**config.mk**
```make
export PLATFORM = sky130hd
export DESIGN_NAME = uart_rx
export DESIGN_NICKNAME = d
export VERILOG_FILES = /design/src/rtl/uart_rx_pkg.sv /design/src/rtl/uart_sync2.sv /design/src/rtl/uart_rx.sv
export SDC_FILE = /design/constraint.sdc
export NUM_CORES = 1
export LEC_CHECK = 0
export ABC_AREA = 1
export CORE_ASPECT_RATIO = 1.25
export CORE_MARGIN = 2
export CORE_UTILIZATION = 60
export DETAILED_ROUTE_END_ITERATION = 7
export PLACE_DENSITY = 0.81
export SLEW_MARGIN = 10
export SYNTH_ARGS = -nofsm -noshare
export SYNTH_HDL_FRONTEND = slang
export SYNTH_HIERARCHICAL = 1
export SYNTH_SLANG_ARGS = --single-unit
```
**constraint.sdc**
```tcl
create_clock -name clk -period 3.4 [get_ports clk]
set_input_delay 0.85 -clock clk [delete_from_list [all_inputs] [get_ports clk]]
set_output_delay 0.85 -clock clk [all_outputs]
set_load 0.01 [all_outputs]
```
**src/rtl/uart_rx_pkg.sv**
```systemverilog
// Shared UART definitions: data width, default bit timing and receiver states.
package uart_rx_pkg;

   localparam int unsigned DATA_BITS        = 8;
   // 50 MHz system clock at 9600 baud.
   localparam int unsigned CLKS_PER_BIT_DEF = 5208;

   typedef enum logic [2:0] {
      StIdle  = 3'd0,
      StStart = 3'd1,
      StData  = 3'd2,
      StStop  = 3'd3,
      StBreak = 3'd4
   } rx_state_e;

endpackage

```
**src/rtl/uart_sync2.sv**
```systemverilog
// Generic two-flop synchronizer for an asynchronous single-bit input.
module uart_sync2 #(
   parameter logic RESET_VAL = 1'b1
) (
   input  logic clk,
   input  logic rst,
   input  logic d,
   output logic q
);

   logic meta_q;
   logic sync_q;

   // Two back-to-back flops; both reset to the line's idle level.
   always_ff @(posedge clk) begin
      if (rst) begin
         meta_q <= RESET_VAL;
         sync_q <= RESET_VAL;
      end else begin
         meta_q <= d;
         sync_q <= meta_q;
      end
   end

   assign q = sync_q;

endmodule

```
**src/rtl/uart_rx.sv**
```systemverilog
// 8N1 UART receiver: mid-bit sampling, framing-error detection, line-break hold-off.
module uart_rx
   import uart_rx_pkg::*;
#(
   parameter int unsigned CLKS_PER_BIT = CLKS_PER_BIT_DEF
) (
   input  logic                 clk,
   input  logic                 rx_rst,
   input  logic                 rx_serial_in,
   output logic [DATA_BITS-1:0] rx_data_out,
   output logic                 rx_valid,
   output logic                 rx_busy,
   output logic                 rx_frame_err
);

   localparam int unsigned CW = $clog2(CLKS_PER_BIT);
   localparam logic [CW-1:0] HALF_LAST = CW'(CLKS_PER_BIT / 2 - 1);
   localparam logic [CW-1:0] FULL_LAST = CW'(CLKS_PER_BIT - 1);
   localparam logic [2:0]    IDX_LAST  = 3'(DATA_BITS - 1);

   logic                 rx_s;
   rx_state_e            state_q, state_d;
   logic [CW-1:0]        cnt_q, cnt_d;
   logic [2:0]           idx_q, idx_d;
   logic [DATA_BITS-1:0] shreg_q, shreg_d;
   logic [DATA_BITS-1:0] data_q, data_d;
   logic                 valid_q, valid_d;
   logic                 ferr_q, ferr_d;

   uart_sync2 #(
      .RESET_VAL (1'b1)
   ) u_sync (
      .clk (clk),
      .rst (rx_rst),
      .d   (rx_serial_in),
      .q   (rx_s)
   );

   // State, timing and datapath registers with synchronous reset.
   always_ff @(posedge clk) begin
      if (rx_rst) begin
         state_q <= StIdle;
         cnt_q   <= '0;
         idx_q   <= '0;
         shreg_q <= '0;
         data_q  <= '0;
         valid_q <= 1'b0;
         ferr_q  <= 1'b0;
      end else begin
         state_q <= state_d;
         cnt_q   <= cnt_d;
         idx_q   <= idx_d;
         shreg_q <= shreg_d;
         data_q  <= data_d;
         valid_q <= valid_d;
         ferr_q  <= ferr_d;
      end
   end

   // Next-state logic; the counter restarts from zero on every transition and every sample.
   always_comb begin
      state_d = state_q;
      cnt_d   = cnt_q + CW'(1);
      idx_d   = idx_q;
      shreg_d = shreg_q;
      data_d  = data_q;
      valid_d = 1'b0;
      ferr_d  = 1'b0;
      unique case (state_q)
         StIdle: begin
            cnt_d = '0;
            if (!rx_s) state_d = StStart;
         end
         StStart: begin
            if (cnt_q == HALF_LAST) begin
               cnt_d   = '0;
               idx_d   = '0;
               // A high line at mid start bit was only a glitch.
               state_d = rx_s ? StIdle : StData;
            end
         end
         StData: begin
            if (cnt_q == FULL_LAST) begin
               cnt_d          = '0;
               shreg_d[idx_q] = rx_s;
               if (idx_q == IDX_LAST) state_d = StStop;
               else                   idx_d   = idx_q + 3'd1;
            end
         end
         StStop: begin
            if (cnt_q == FULL_LAST) begin
               cnt_d = '0;
               if (rx_s) begin
                  data_d  = shreg_q;
                  valid_d = 1'b1;
                  state_d = StIdle;
               end else begin
                  ferr_d  = 1'b1;
                  state_d = StBreak;
               end
            end
         end
         StBreak: begin
            // Wait out a held-low line so it cannot be taken as a new start bit.
            cnt_d = '0;
            if (rx_s) state_d = StIdle;
         end
         default: begin
            cnt_d   = '0;
            state_d = StIdle;
         end
      endcase
   end

   assign rx_data_out  = data_q;
   assign rx_valid     = valid_q;
   assign rx_frame_err = ferr_q;
   assign rx_busy      = (state_q == StStart) || (state_q == StData) || (state_q == StStop);

endmodule

```
# After elaboration in Yosys (flattened, before gate mapping)
# Cells that the tools add are included.
[classes]
add_sub_neg = 2
order_cmp = 2
eq_ne = 14
n_mux = 21
bitwise = 2
reduce_logical = 11
[ops]
columns = ["cell", "n"]
rows = [
  ["two-way mux 3 bit", 10],
  ["two-way mux 13 bit", 2],
  ["one-hot mux 13 bit (2 select lines)", 1],
  ["one-hot mux 3 bit (5 select lines)", 1],
  ["adder 13 x 1 -> 13 bit (second input constant)", 1],
  ["== test 13 x 12 -> 1 bit (second input constant)", 1],
  ["== test 13 bit (second input constant)", 1],
  ["!= test 2 bit (second input constant)", 6],
  ["bitwise mux 8 bit", 1],
  ["== test 3 x 2 -> 1 bit (second input constant)", 2],
  ["== test 3 bit (second input constant)", 2],
  ["one-hot mux 3 bit (2 select lines)", 1],
  ["AND reduction 6 bit", 1],
  ["< comparator 3 x 4 -> 1 bit (second input constant)", 1],
  ["AND reduction 4 bit", 1],
  ["adder 3 x 1 -> 3 bit (second input constant)", 1],
  ["demux 1 bit (select 3 bit)", 1],
  ["== test 3 x 1 -> 1 bit (second input constant)", 1],
  ["greater-or-equal comparator 3 x 1 -> 1 bit (second input constant)", 1],
  ["logical NOT 3 bit", 1],
  ["two-way mux 1 bit", 3],
  ["AND reduction 3 bit", 1],
  ["OR reduction 3 bit", 1],
  ["logical OR 1 bit", 2],
  ["other kinds (7)", 8],
]
[word_totals]
reg_bits = 39
out_inout_bits = 11
wordCells = 61

# Depth between registers and ports, before layout
[depth]
word_depth = 5
ltp_mapped = 11
ltp_nobuf = 11

# Modules after synthesis
# Netlist, hierarchy kept.
[modules_own_cells]
columns = ["module", "instances", "cells_per_inst", "area_per_inst_um2", "seq_area_each_um2"]
rows = [
  ["uart_rx", 1, 272, 1835.5, 740.7],
  ["uart_sync2", 1, 7, 58.8, 40.0],
]

# Least setup slack after synthesis
# Ideal clock, no wire load.
[synth_path]
path_type = "reg-to-output"
startpoint = "reg state_q[0]"
endpoint = "out rx_busy"
arrival_ns = 0.643
path_slack_ns = 1.907
path_stages_with_launch = 3
path_buffers = 0
path_cell_list = "dfxtp_1 -> nor2_1 -> nor2_1"
[synth_between]
elab_chain_cells = 3
word_cells_on_any_way = 5
cone_classes = "eq/ne: 3; reduce/logical: 2"
[synth_lines]
columns = ["item", "line_no", "text"]
rows = [
  ["start, declared", "uart_rx.sv:22", "rx_state_e state_q, state_d;"],
  ["start signal, assigned", "uart_rx.sv:42", "state_q <= StIdle;"],
  ["start signal, assigned", "uart_rx.sv:50", "state_q <= state_d;"],
  ["== test 3 x 1 -> 1 bit / == test 3 x 2 -> 1 bit (equally long branches)", "uart_rx.sv:118", "assign rx_busy = (state_q == StStart) || (state_q == StData) || (state_q == StStop);"],
  ["logical OR 1 bit", "uart_rx.sv:118", ""],
  ["logical OR 1 bit (*)", "uart_rx.sv:118", ""],
  ["end, declared", "uart_rx.sv:12", "output logic rx_busy,"],
]
# Mark *: on every way between the ends. The rest lies on a longest branch, timed or not.

# Worst setup path in the final report
# Same ends and word-level chain as after synthesis.

==> impl_results.md <==
- Status: finished, final reports clean
- ANT cells: 0
- Grt ovf: 0
- Crit end category: primary output
- Metal2 WL: ~1.7 mm
- Overall Power: around 0.0010 W
- Antenna Nets Post-Route: 0
- Hold Startpoint: u_sync/meta_q
- Min Hold Slack: about 0.42 ns
- DR vias: between 1,500 and 2,000
- Worst path required time: ~2.6 ns
- Place WS: 1.29 ns
- Routed WL per cell: 10.5 um
- Routability cong.: between 0.8 and 0.9
- Number of DRC markers in iteration 0: 47
- Pin count of the biggest net entering global routing: 21
- Avg Synthesized Cell Area: ~6.8 um2
- CTS Buf Count: 5
- Internal power: between 0.0006 and 0.0007 W
- Yosys warns: 6
- Starting Density: 63.7%
- Total core area: between 0.002 and 0.003 mm2
- Minimum clock period: around 2.3 ns
- RSZ-0062 raised after global routing: false
- Final setup margin: between 1 and 1.5 ns
- Sequential Power Share: 50.7%
- First-pass GRT wire length: ~6.3 mm
- Seq cells post-synth: 39
- DR top layer: met4
- P_leak: 0.900 nW
- Post-cts resize count: 0
- Max Fclk: 0.426 GHz
- Routed met1 length: 1.60 mm
- DRT Wirelength: roughly 3.5 mm
- Antenna violations before repair: 0
- PwrDens: slightly below 500 mW/mm2
- Normalized max-slew margin: a little under three quarters
- Htree depth: 2
- CP arrival: 1.50 ns
- Synthesized area: between 0.0015 and 0.002 mm2
- Sink Count: 39
- Mapped Cells: 279
- DIE AREA: about 0.0036 mm2
- Share of the synthesized area in the top cell type: around two fifths
- Switching Share: 35.2%
- Max cap viols: 0
- Slew Viols, Final: 0
- Synth area leaders: dfxtp_1 (41%), nor2_1 (13%), nand2_1 (12%), inv_1 (6.3%), nand3_1 (3.7%)
- Finish-stage setup viols: 0
- Reg2Reg Launch Point: cnt_q[0]
- Worst Hold Class: register to register
- WL met3: 115 um
- Max Root-Sink Buffers: 2
- Cts hold-fix bufs: 0
- Vias in the first global route: between 1,500 and 2,000
- Worst-path fanout max: 4
- Fin area: roughly 0.0021 mm2
- Comb power frac: between 20% and 30%
- Root Buffer: clkbuf_4
- Clock Latency Late Sink: 0.35 ns
- Die height: ~67 um
- Post-synthesis sequential area ratio: between 40% and 50%
- Global Route Usage Sum: a little under a quarter
- Worst Setup SP: state_q[0]
- Post-synth top area cell: dfxtp_1
- Clk_skew: between 0.009 and 0.01 ns
- Final worst path period share: around 69%
- Worst-Margin Slew: approximately 0.42 ns
- Yosys cell types: 26
- Drt via density: about 4.9
- Nets: ~300
- # IOs: 14
- Post-CTS Setup Inserts: 0
- Final HPWL DP: about 2.7 mm
- Setup_tns: 0 ns
- DRT Pass-1 Iters: 4
- Share of cells above drive strength 1: between 10% and 20%
- Number of placement rows: 22
- Clk pwr share: 22.1%
- IR drop worst, VDD: 355 uV
- Clock slew at reported path FFs: 0.10 ns
- Crit start category: register
- Area grow syn2layout: 11.2%
- Post-route DRC: 0
- DP Area: 0.00206 mm2
- NetSw: between 0.0003 and 0.0004 W
- Worst setup path class: register to primary output
- CTS tree: done
- Hold Vio Cnt, Final: 0
- Die width: ~54 um
- Number of port buffers: 13
- Syn nets: ~290
-- worst max-delay path: stages, from the launching register on --
cell             delay [ns]
dfxtp_1                0.45
nor2_1                 0.09
nor2_1                 0.09
clkdlybuf4s50_1        0.54
-- layout by cell type (no fill, tap or decap), types with 3 or more instances in the layout --
| cell type | synthesis | final |
|---|---|---|
| nor2_1 | 66 | 66 |
| nand2_1 | 63 | 63 |
| dfxtp_1 | 39 | 39 |
| inv_1 | 32 | 32 |
| nand3_1 | 14 | 14 |
| clkdlybuf4s50_1 | 0 | 13 |
| inv_2 | 8 | 8 |
| nor3_1 | 8 | 8 |
| o21ai_0 | 7 | 7 |
| xor2_1 | 7 | 7 |
| clkbuf_4 | 0 | 5 |
| nor2_2 | 4 | 4 |
| nand2_2 | 4 | 4 |
| o21ai_1 | 4 | 4 |
| a211oi_1 | 3 | 3 |
| a21oi_1 | 3 | 3 |
| ha_1 | 3 | 3 |
-- path summary, 6_finish.rpt --
| path | end | cells after the start | slack, ns |
|---|---|---|---|
| worst max register to register | rx_data_out[4] | 10 | 1.69 |
| worst min register to register | u_sync/q | 2 | 0.42 |
| worst min-delay path | u_sync/q | 2 | 0.42 |
| worst max-delay path | rx_busy | 3 | 1.05 |
-- state kept, by name, indices dropped and copies added (netlist names) --
register	flops
cnt_q	13
u_sync/meta_q	1
rx_valid	1
u_sync/q	1
rx_frame_err	1
shreg_q	8
state_q	3
rx_data_out	8
idx_q	3
-- cells in the mapped netlist --
cell,number
a211oi_1,3
a21oi_1,3
a21oi_2,1
buf_1,1
buf_2,2
buf_4,1
clkinv_2,1
dfxtp_1,39
ha_1,3
inv_1,32
inv_2,8
nand2_1,63
nand2_2,4
nand3_1,14
nand3_2,1
nand3_4,1
nand4_1,1
nor2_1,66
nor2_2,4
nor2_4,2
nor3_1,8
nor3_2,2
nor3_4,1
o21ai_0,7
o21ai_1,4
xor2_1,7
-- logic make-up (layout without fill, tap and decap cells) --
group / count (synthesis) / after routing / share of synthesized area [%]
simple gates: 167 / 167 / 38.9
compound gates: 18 / 18 / 5.35
fa+ha+maj: 3 / 3 / 1.98
buf+inv: 45 / 63 / 9.31
flops: 39 / 39 / 41.2
xor+xnor: 7 / 7 / 3.24
-- metrics by stage --
stage | instances | util [%]
floorplan | 279 | -
global placement | 325 | 69.1
detailed placement | 325 | 69.1
CTS | 333 | 70.8
global route | 333 | 70.8
finish | 333 | 70.8
-- power groups by stage --
stage,clock [W],sequential (W),combinational [W]
final,0.000224,0.000516,0.000277
after global routing,0.000247,0.000519,0.000326
after CTS,0.000231,0.000515,0.000280
after detailed placement,0,0.000526,0.000279
after global placement,0,0.000525,0.000270
after floorplan,0,0.000518,0.000224
-- layout make-up --
| class | count | area, um2 |
|---|---|---|
| inverter | 41 | 155 |
| tap | 36 | 45.0 |
| clock buffer | 7 | 45.0 |
| sequential | 39 | 781 |
| clock inverter | 1 | 5.00 |
| multi-input combinational | 195 | 937 |
| fill | 265 | 867 |
| timing repair buffer | 14 | 138 |
-- routing by layer --
| layer | global-route usage (%) | vias to the layer above |
|---|---|---|
| met4 | 12.2 | 0 |
| li1 | - | 890 |
| met3 | 6.73 | 7 |
| met2 | 40.8 | 27 |
| met5 | 0 | - |
| met1 | 26.0 | 719 |
No activity file was read; power rests on OpenSTA's default activity.
